==> src/rtl/host_port_arbiter_pkg.sv <==
// Shared definitions for the host port arbiter: default geometry, command kind
// and width helpers used by the top and the read tag FIFO.
package host_port_arbiter_pkg;

    localparam int ARB_NUM_REQ         = 4;
    localparam int ARB_ADDR_W          = 16;
    localparam int ARB_DATA_W          = 32;
    localparam int ARB_MAX_OUTSTANDING = 4;

    typedef enum logic {
        CMD_READ  = 1'b0,
        CMD_WRITE = 1'b1
    } cmd_kind_e;

    // Requester id width; never narrower than one bit.
    function automatic int arb_id_w(input int n);
        return (n > 1) ? $clog2(n) : 1;
    endfunction

endpackage

==> src/rtl/host_port_arbiter_rd_tag_fifo.sv <==
// In-order FIFO of requester ids for reads in flight at the root node.
// Push and pop on the same edge are accepted even when full.
module host_port_arbiter_rd_tag_fifo #(
    parameter int WIDTH = 2,
    parameter int DEPTH = 4
) (
    input  logic                     clk,
    input  logic                     rst_n,
    input  logic                     push_i,
    input  logic [WIDTH-1:0]         push_data_i,
    input  logic                     pop_i,
    output logic [WIDTH-1:0]         head_o,
    output logic                     full_o,
    output logic                     empty_o,
    output logic [$clog2(DEPTH):0]   count_o
);

    localparam int PTR_W = $clog2(DEPTH);
    localparam int CNT_W = $clog2(DEPTH) + 1;

    logic [WIDTH-1:0] mem_q [DEPTH];
    logic [PTR_W-1:0] wr_ptr_q, rd_ptr_q;
    logic [CNT_W-1:0] count_q;
    logic             do_push, do_pop;

    assign empty_o = (count_q == '0);
    assign full_o  = (count_q == CNT_W'(DEPTH));
    assign do_pop  = pop_i & ~empty_o;
    assign do_push = push_i & (~full_o | do_pop);
    assign head_o  = mem_q[rd_ptr_q];
    assign count_o = count_q;

    // NOTE: storage carries no reset; only the pointers and count define validity.
    always_ff @(posedge clk) begin
        if (do_push) begin
            mem_q[wr_ptr_q] <= push_data_i;
        end
    end

    always_ff @(posedge clk or negedge rst_n) begin
        if (!rst_n) begin
            wr_ptr_q <= '0;
            rd_ptr_q <= '0;
            count_q  <= '0;
        end else begin
            if (do_push) wr_ptr_q <= wr_ptr_q + PTR_W'(1);
            if (do_pop)  rd_ptr_q <= rd_ptr_q + PTR_W'(1);
            case ({do_push, do_pop})
                2'b10:   count_q <= count_q + CNT_W'(1);
                2'b01:   count_q <= count_q - CNT_W'(1);
                default: count_q <= count_q;
            endcase
        end
    end

endmodule

==> src/rtl/host_port_arbiter.sv <==
// Shares the root node host command port between NUM_REQ requesters and steers
// read data back by tag. Define ARB_STRICT_PRIO_EN for fixed lowest-index priority.
module host_port_arbiter
    import host_port_arbiter_pkg::*;
#(
    parameter int NUM_REQ         = ARB_NUM_REQ,
    parameter int ADDR_W          = ARB_ADDR_W,
    parameter int DATA_W          = ARB_DATA_W,
    parameter int MAX_OUTSTANDING = ARB_MAX_OUTSTANDING
) (
    input  logic                               clk,
    input  logic                               rst_n,
    input  logic [NUM_REQ-1:0]                 req_vld,
    input  logic [NUM_REQ-1:0]                 req_we,
    input  logic [NUM_REQ*ADDR_W-1:0]          req_addr,
    input  logic [NUM_REQ*DATA_W-1:0]          req_wdata,
    output logic [NUM_REQ-1:0]                 req_gnt,
    output logic [NUM_REQ-1:0]                 rsp_vld,
    output logic [DATA_W-1:0]                  rsp_data,
    input  logic [NUM_REQ-1:0]                 rsp_rdy,
    output logic                               write_en,
    input  logic                               write_rdy,
    output logic [ADDR_W-1:0]                  write_addr,
    output logic [DATA_W-1:0]                  write_data,
    output logic                               read_en,
    input  logic                               read_rdy,
    output logic [ADDR_W-1:0]                  read_addr,
    output logic                               read_data_rdy,
    input  logic                               read_data_vld,
    input  logic [DATA_W-1:0]                  read_data,
    output logic [$clog2(MAX_OUTSTANDING):0]   rd_outstanding
);

    localparam int ID_W  = arb_id_w(NUM_REQ);
    localparam int CNT_W = $clog2(MAX_OUTSTANDING) + 1;

    typedef struct packed {
        cmd_kind_e         kind;
        logic [ADDR_W-1:0] addr;
        logic [DATA_W-1:0] wdata;
        logic [ID_W-1:0]   id;
    } cmd_t;

    logic             cmd_vld_q, cmd_vld_d;
    cmd_t             cmd_q, cmd_d;
    logic             issue, rd_issue, can_load, read_room;
    logic [CNT_W:0]   reserved;
    logic [NUM_REQ-1:0] eligible;
    logic [ID_W-1:0]  gnt_id;
    logic             gnt_any, gnt_fire;
    logic [ID_W-1:0]  fifo_head;
    logic             fifo_full, fifo_empty;
    logic [CNT_W-1:0] fifo_count;

    assign write_en   = cmd_vld_q & (cmd_q.kind == CMD_WRITE);
    assign read_en    = cmd_vld_q & (cmd_q.kind == CMD_READ);
    assign write_addr = cmd_q.addr;
    assign write_data = cmd_q.wdata;
    assign read_addr  = cmd_q.addr;

    assign rd_issue = read_en & read_rdy;
    assign issue    = (write_en & write_rdy) | rd_issue;
    assign can_load = ~cmd_vld_q | issue;

    // A read parked in the command register already owns a tag slot.
    assign reserved  = {1'b0, fifo_count} + {{CNT_W{1'b0}}, read_en};
    assign read_room = ~fifo_full & (reserved < (CNT_W+1)'(MAX_OUTSTANDING));
    assign eligible  = req_vld & (req_we | {NUM_REQ{read_room}});

`ifndef ARB_STRICT_PRIO_EN
    logic [ID_W-1:0] ptr_q;
`endif

    // NOTE: every combinational output gets a default first so no latch is inferred.
    always_comb begin
        gnt_id  = '0;
        gnt_any = 1'b0;
        req_gnt = '0;
`ifdef ARB_STRICT_PRIO_EN
        for (int k = NUM_REQ - 1; k >= 0; k--) begin
            if (eligible[k]) begin
                gnt_id  = ID_W'(k);
                gnt_any = 1'b1;
            end
        end
`else
        for (int k = 0; k < NUM_REQ; k++) begin
            if (!gnt_any && eligible[(int'(ptr_q) + k) % NUM_REQ]) begin
                gnt_id  = ID_W'((int'(ptr_q) + k) % NUM_REQ);
                gnt_any = 1'b1;
            end
        end
`endif
        // Masked by rst_n so the grant vector reads 0 while reset is held.
        if (gnt_any && can_load && rst_n) begin
            req_gnt[gnt_id] = 1'b1;
        end
    end

    assign gnt_fire = |req_gnt;

    always_comb begin
        cmd_vld_d = cmd_vld_q;
        cmd_d     = cmd_q;
        if (issue) begin
            cmd_vld_d = 1'b0;
        end
        if (gnt_fire) begin
            cmd_vld_d   = 1'b1;
            cmd_d.kind  = req_we[gnt_id] ? CMD_WRITE : CMD_READ;
            cmd_d.addr  = req_addr[int'(gnt_id)*ADDR_W +: ADDR_W];
            cmd_d.wdata = req_wdata[int'(gnt_id)*DATA_W +: DATA_W];
            cmd_d.id    = gnt_id;
        end
    end

    // NOTE: sequential state uses non-blocking assignments only.
    always_ff @(posedge clk or negedge rst_n) begin
        if (!rst_n) begin
            cmd_vld_q <= 1'b0;
            cmd_q     <= '0;
        end else begin
            cmd_vld_q <= cmd_vld_d;
            cmd_q     <= cmd_d;
        end
    end

`ifndef ARB_STRICT_PRIO_EN
    always_ff @(posedge clk or negedge rst_n) begin
        if (!rst_n) begin
            ptr_q <= '0;
        end else if (gnt_fire) begin
            ptr_q <= (gnt_id == ID_W'(NUM_REQ - 1)) ? '0 : gnt_id + ID_W'(1);
        end
    end
`endif

    host_port_arbiter_rd_tag_fifo #(
        .WIDTH (ID_W),
        .DEPTH (MAX_OUTSTANDING)
    ) u_rd_tag_fifo (
        .clk         (clk),
        .rst_n       (rst_n),
        .push_i      (rd_issue),
        .push_data_i (cmd_q.id),
        .pop_i       (read_data_vld & read_data_rdy),
        .head_o      (fifo_head),
        .full_o      (fifo_full),
        .empty_o     (fifo_empty),
        .count_o     (fifo_count)
    );

    assign read_data_rdy  = ~fifo_empty & rsp_rdy[fifo_head];
    assign rd_outstanding = fifo_count;
    assign rsp_data       = rst_n ? read_data : '0;

    always_comb begin
        rsp_vld = '0;
        if (!fifo_empty && read_data_vld) begin
            rsp_vld[fifo_head] = 1'b1;
        end
    end

endmodule
==> config.mk <==
export PLATFORM = sky130hd
export DESIGN_NAME = host_port_arbiter
export DESIGN_NICKNAME = d
export VERILOG_FILES = /design/src/rtl/host_port_arbiter_pkg.sv /design/src/rtl/host_port_arbiter_rd_tag_fifo.sv /design/src/rtl/host_port_arbiter.sv
export SDC_FILE = /design/constraint.sdc
export NUM_CORES = 1
export LEC_CHECK = 0
export CORE_AREA = 2 2 138 140
export CTS_BUF_LIST = sky130_fd_sc_hd__clkbuf_16
export DETAILED_ROUTE_END_ITERATION = 8
export DIE_AREA = 0 0 140 142
export MAX_ROUTING_LAYER = met4
export PLACE_DENSITY = 0.71
export SLEW_MARGIN = 0
export SYNTH_ARGS = -nofsm -noshare
export SYNTH_HDL_FRONTEND = slang
export SYNTH_HIERARCHICAL = 1
export SYNTH_SLANG_ARGS = --single-unit
==> constraint.sdc <==
create_clock -name clk -period 5.1 [get_ports clk]
set_clock_uncertainty 0.2 [all_clocks]
set_input_delay 1.02 -clock clk [delete_from_list [all_inputs] [get_ports clk]]
set_output_delay 1.02 -clock clk [all_outputs]
set_load 0.01 [all_outputs]
==> Yosys cells after proc, flatten, opt, wreduce, memory -nomap -nowiden <==
Memory sizes are Yosys's and may differ from the RTL's.
Cells that the tools add are included.
{ "op_classes": {"bitwise": 21, "magnitude_cmp": 9, "eq_ne": 4, "mux": 37, "reduce_logical": 19, "n_addsub": 9, "n_shift": 2} }
{ "op_table": {"columns": ["op", "n"], "rows": [
  ["$shiftx 128x8->32", 1],
  ["$shiftx 64x7->16", 1],
  ["$mux 32", 1],
  ["$mux 1", 20],
  ["$bmux 1 s2", 6],
  ["$lt 3x4->1 const B", 3],
  ["$mux 2", 5],
  ["$and 1x1->1", 9],
  ["$lt 2x3->1 const B", 3],
  ["$add 2x1->2 const B", 4],
  ["$logic_and 1x1->1", 8],
  ["$mux 4", 2],
  ["$pmux 3 s2", 1],
  ["$reduce_or 2->1", 3],
  ["$add 2x2->2 const B", 2],
  ["$add 3x1->4", 1],
  ["$and 4x4->4", 1],
  ["$demux 1 s2", 2],
  ["$eq 2x2->1 const B", 2],
  ["$ge 2x1->1 const B", 2],
  ["$logic_not 1->1", 4],
  ["$lt 4x3->1 const B", 1],
  ["$not 1->1", 4],
  ["$or 4x4->4", 1],
  ["9 further kinds", 14]
]} }
{ "totals": {"out_inout_bits": 110, "mem_count": 1, "in_bits": 241, "wordCells": 111, "ff_bits": 61, "ramBits": 8} }
{ "memory_table": {"columns": ["name", "depth", "width", "read_ports", "rd_clocked_by_memory_dff", "wr", "line", "source"], "rows": [
  ["u_rd_tag_fifo.mem_q", 4, 2, 1, 0, 1, "host_port_arbiter_rd_tag_fifo.sv:21", "logic [WIDTH-1:0] mem_q [DEPTH];"]
]} }

==> Depth between registers and ports, before layout <==
Gate-level depths: netlist (run 1).
{ "logic_depth": {"word_depth": 26, "mapped_depth": 16, "ltp_nobuf": 12} }

==> Cells and area by module <==
Netlist (run 1), hierarchy kept.
{ "modules_own_cells": {"columns": ["module", "area_each_um2", "instances", "cells_each", "seq_area_each_um2"], "rows": [
  ["host_port_arbiter", 5202.5, 1, 623, 1351.3],
  ["host_port_arbiter_rd_tag_fifo", 723.2, 1, 48, 415.4]
]} }

==> Worst setup path before layout (run 1) <==
No wires, ideal clock.
{ "synth_path": {"path_type": "input port to output port", "start": "input port req_vld[3]", "end": "output port req_gnt[0]", "arrival_ns": 2.820, "n_path_buf": 2, "t_required_ns": 3.880, "path_slack_ns": 1.060, "stages": 9, "cell_sequence": "and2_1 > a31o_2 > or2_1 > a21bo_2 > clkbuf_1 > clkbuf_1 > ha_1 > inv_1 > nor2_1"} }
{ "synth_between": {"elab_chain_cells": 18, "word_cells_on_any_way": 34, "cone_classes": "2 x order compare; 22 x mux; 1 x bitwise; 9 x reduce/logical"} }
{ "synth_rtl": {"columns": ["item", "line", "source"], "rows": [
  ["start, declared", "host_port_arbiter.sv:13", "input logic [NUM_REQ-1:0] req_vld,"],
  ["$and 4x4->4 *", "host_port_arbiter.sv:68", "assign eligible = req_vld & (req_we | {NUM_REQ{read_room}});"],
  ["$bmux 1 s2", "host_port_arbiter.sv:88", "if (!gnt_any && eligible[(int'(ptr_q) + k) % NUM_REQ]) begin"],
  ["$mux 1 (implied by the code)", "host_port_arbiter.sv:88", null],
  ["$mux 1", "host_port_arbiter.sv:88", null],
  ["$logic_not 1->1", "host_port_arbiter.sv:88", null],
  ["$logic_and 1x1->1", "host_port_arbiter.sv:88", null],
  ["$mux 1", "host_port_arbiter.sv:88", null],
  ["$logic_not 1->1", "host_port_arbiter.sv:88", null],
  ["[2 not listed]", null, null],
  ["$logic_not 1->1", "host_port_arbiter.sv:88", null],
  ["$logic_and 1x1->1", "host_port_arbiter.sv:88", null],
  ["$mux 2", "host_port_arbiter.sv:88", null],
  ["$lt 2x3->1 (implied by the code) or $ge 2x1->1 (tied branches)", "host_port_arbiter.sv:96", "req_gnt[gnt_id] = 1'b1;"],
  ["$logic_and 1x1->1 (implied by the code)", "host_port_arbiter.sv:96", null],
  ["$mux 1 (implied by the code)", "host_port_arbiter.sv:96", null],
  ["$demux 1 s2", "host_port_arbiter.sv:96", null],
  ["$mux 4 *", "host_port_arbiter.sv:95", "if (gnt_any && can_load && rst_n) begin"],
  ["end, declared", "host_port_arbiter.sv:17", "output logic [NUM_REQ-1:0] req_gnt,"]
]} }
Every way passes the cells marked *; elsewhere a longest branch is shown, timed or not. The select of a mux whose other input is x is not followed.

==> Worst setup path after layout (run 1) <==
{ "layout_path": {"start": "input port req_vld[2]", "end": "output port req_gnt[1]"} }
Same word-level chain as after synthesis.

==> metrics.md, run 1 <==
| Metric | Value |
|---|---|
| Post-synthesis sequential area ratio | `29.8%` |
| Util after Layout | `approximately 50%` |
| Area Overhead vs Synth | `59.4%` |
| H-tree depth | `3` |
| EDFF count, synth | `8` |
| Die Y | `around 140 um` |
| Post-synth net total | `between 900 and 1000` |
| Max Cap Viol | `0` |
| Vias per std cell | `roughly 5.3` |
| Main synth FF type | `dfrtp_1` |
| Clock transition at the registers of the reported paths | `approximately 60 ps` |
| Final hold vios | `0` |
| Setup WS post-layout | `approximately 320 ps` |
| Syn. warnings | `6` |
| Tmin final | `4780 ps` |
| First-pass GRT wire length | `~34000 um` |
| Actual slew at the worst max-slew pin | `around 900 ps` |
| # resized after CTS | `0` |
| Max clock buf depth | `2` |
| Post-synthesis cell type count | `50` |
| DRC viols | `24` |
| Rel. slew slack | `38.4%` |
| Leak pwr | `between 0.003 and 0.004 uW` |
| Worst vdd rail ir drop | `between 500 and 600 uV` |
| Crit path launch type | `input pin` |
| CTS tree | `yes` |
| Slew Limit Fails | `0` |
| DR iter-0 viols | `281` |
| TritonRoute pass-1 iters | `9` |
| Ports | `about 350` |
| Root Buffer | `clkbuf_16` |
| Achievable Freq | `between 200 and 250 MHz` |
| Critical-path cell list | `clkdlybuf4s50_1, and2_1, a31o_2, a22o_1, or4b_2, nor2_1, clkdlybuf4s50_1` |
| Critical path data required time | `slightly below 4000 ps` |
| Vias in the first global route | `roughly 5900` |
| CP most frequent cell | `clkdlybuf4s50_1` |
| Final hold slack | `about 320 ps` |
| Routability Congestion | `between 0.8 and 0.9` |
| Hold_buf cts | `0` |
| Setup violations, final | `0` |
| Setup TNS | `0 ps` |
| Rows | `50` |
| Final wirelength | `approximately 22000 um` |
| # port buffers | `350` |
| Async SR Flop Fraction | `about nine tenths` |
| Final ANT Viol Nets | `0` |
| Post-CTS setup buffers | `0` |
| CTS buffer count | `9` |
| Tot GR Track Use | `between 20 and 25%` |
| Layout Nets | `approximately 1200` |
| Worst hold path class | `flop to flop` |
| Die width | `about 140 um` |
| Crit-path max FO | `15` |
| CP Class | `input pin to output port` |
| Status | `complete, but fails checks` |
| Total grt overflow | `0` |
| Largest net degree at the start of global routing | `60` |
| Fin crit share | `a little over nine tenths` |
| Hpwl dp | `15800 um` |
| Initial core utilization | `32.1%` |
| Die footprint | `between 0.015 and 0.02 sq mm` |
| Setup crit end kind | `output port` |
| CP peak stage delay | `a little over 700 ps` |
| Pwr dens | `approximately 520 mW/mm^2` |
| Initial antenna violation count | `1` |
| FF+latch count, synth | `69` |
| Unrepaired setup endpoints after global routing | `false` |
| Avg WL per Cell | `roughly 19 um` |
| Failing checks | `DRC` |
| Setup WS pre-CTS | `311 ps` |
| Share of cells above drive strength 1 | `11.7%` |
| Synth Cell Area | `0.00593 sq mm` |
| Mapped Cells | `about 670` |
| Clk sinks | `approximately 70` |
| Mean area per synthesized cell | `around 8.8 sq um` |
| CP Data Arrival Time | `roughly 3600 ps` |
| Clock latency at the later pin of the worst-skew pair | `roughly 340 ps` |
| Via count | `a little over 6000` |
| Max stage delay cell, worst path | `or4b_2` |
| Core Region | `about 0.018 sq mm` |
==> registers in the layout, summed over array words and instances (netlist names) <==
register / count
ptr_q: 2
read_addr: 16
u_rd_tag_fifo/mem_q: 8
cmd_vld_q: 1
u_rd_tag_fifo/count_o: 3
write_data: 32
cmd_q: 3
u_rd_tag_fifo/wr_ptr_q: 2
u_rd_tag_fifo/rd_ptr_q: 2
==> synthesized netlist by cell type (4+ instances only) <==
| cell | instances | area (sq um) |
|---|---|---|
| a2111oi_0 | 49 | 429 |
| a21oi_1 | 50 | 250 |
| edfxtp_1 | 8 | 240 |
| a211oi_2 | 49 | 613 |
| clkbuf_1 | 58 | 218 |
| buf_2 | 4 | 20.0 |
| nand2_1 | 7 | 26.3 |
| nor2_1 | 10 | 37.5 |
| dfrtp_1 | 61 | 1530 |
| buf_4 | 64 | 480 |
| a221oi_1 | 49 | 429 |
| o21ai_1 | 12 | 60.1 |
| o21ai_0 | 40 | 200 |
| and2_2 | 4 | 30.0 |
| and2_1 | 87 | 544 |
| ha_1 | 7 | 87.6 |
| inv_1 | 62 | 233 |
| buf_6 | 5 | 56.3 |
==> report_power, final <==
part	switching, uW	total (uW)	internal, uW
registers	195	1020	822
logic	1760	3160	1400
clock network	258	689	431
==> cell usage in the layout, fill, tap and decap left out, types with 4 or more instances in the layout <==
| cell type | count |
|---|---|
| clkdlybuf4s50_1 | 349 |
| nor2_1 | 10 |
| and2_2 | 4 |
| nand2_1 | 6 |
| a21oi_1 | 50 |
| a2111oi_0 | 49 |
| o21ai_1 | 11 |
| a221oi_1 | 49 |
| edfxtp_1 | 8 |
| a211oi_2 | 49 |
| clkbuf_16 | 9 |
| ha_1 | 7 |
| inv_1 | 62 |
| buf_4 | 19 |
| and2_1 | 86 |
| o21ai_0 | 40 |
| dfrtp_1 | 61 |
==> layout make-up <==
type | count | area, sq um
multi-input cells | 409 | 3190
clock buffers | 9 | 225
well taps | 234 | 293
inverters | 62 | 233
flip-flops and latches | 69 | 1770
fillers | 1739 | 9010
diodes | 1 | 2.50
clock inverters | 7 | 98.8
repair buffers | 368 | 3640
==> logic make-up after synthesis <==
| group | after synthesis | share of synthesized area [%] |
|---|---|---|
| compound gates | 264 | 35.7 |
| buf+inv | 193 | 17.0 |
| simple gates | 124 | 12.9 |
| flops | 69 | 29.8 |
| fa+ha+maj | 8 | 1.82 |
| mux | 7 | 1.94 |
| xor+xnor | 6 | 0.887 |
==> stage by stage <==
step | power [uW] | std cells | instance area [sq um]
4_1_cts | 4920 | 1158 | 9440
5_1_grt | 5200 | 1159 | 9450
2_1_floorplan | 3200 | 671 | 5930
6_report | 4870 | 1159 | 9450
3_3_place_gp | 4160 | 1142 | 9120
3_5_place_dp | 4210 | 1142 | 9120
==> critical path: cells and delay by family <==
family	cells	cell delay, ps
compound gates	2	580
simple gates	3	1000
buf+inv	2	960
==> path summary, 6_finish.rpt <==
kind / start / endpoint / slack [ps] / cells past startpoint
worst min-delay path: cmd_q[1] / u_rd_tag_fifo/mem_q[1][1] / 320 / 0
worst min register to register: cmd_q[1] / u_rd_tag_fifo/mem_q[1][1] / 320 / 0
max in group asynchronous: rst_n / u_rd_tag_fifo/wr_ptr_q[1] / 3710 / 2
worst max-delay path: req_vld[2] / req_gnt[1] / 320 / 7
min in group asynchronous: rst_n / ptr_q[1] / 560 / 2
worst max register to register: u_rd_tag_fifo/count_o[0] / ptr_q[1] / 610 / 9
==> metal layers <==
metal / up-vias / share of wire (%) / routed length (um) / GRT usage [%]
met5: - / 0 / 0 / -
met4: 0 / 2.8 / 614 / 7.92
met3: 31 / 6.8 / 1520 / 5.48
met2: 262 / 50 / 11100 / 37.3
met1: 2896 / 40 / 8930 / 26.3
li1: 2901 / - / - / -
No activity file was read; power rests on OpenSTA's default activity.
==> run 2, diff against run 1 <==
Settings changed: SKIP_LAST_GASP set to 1.
==> results of run 2 <==
No change in the layout: final DEF, timing and power equal those of run 1.
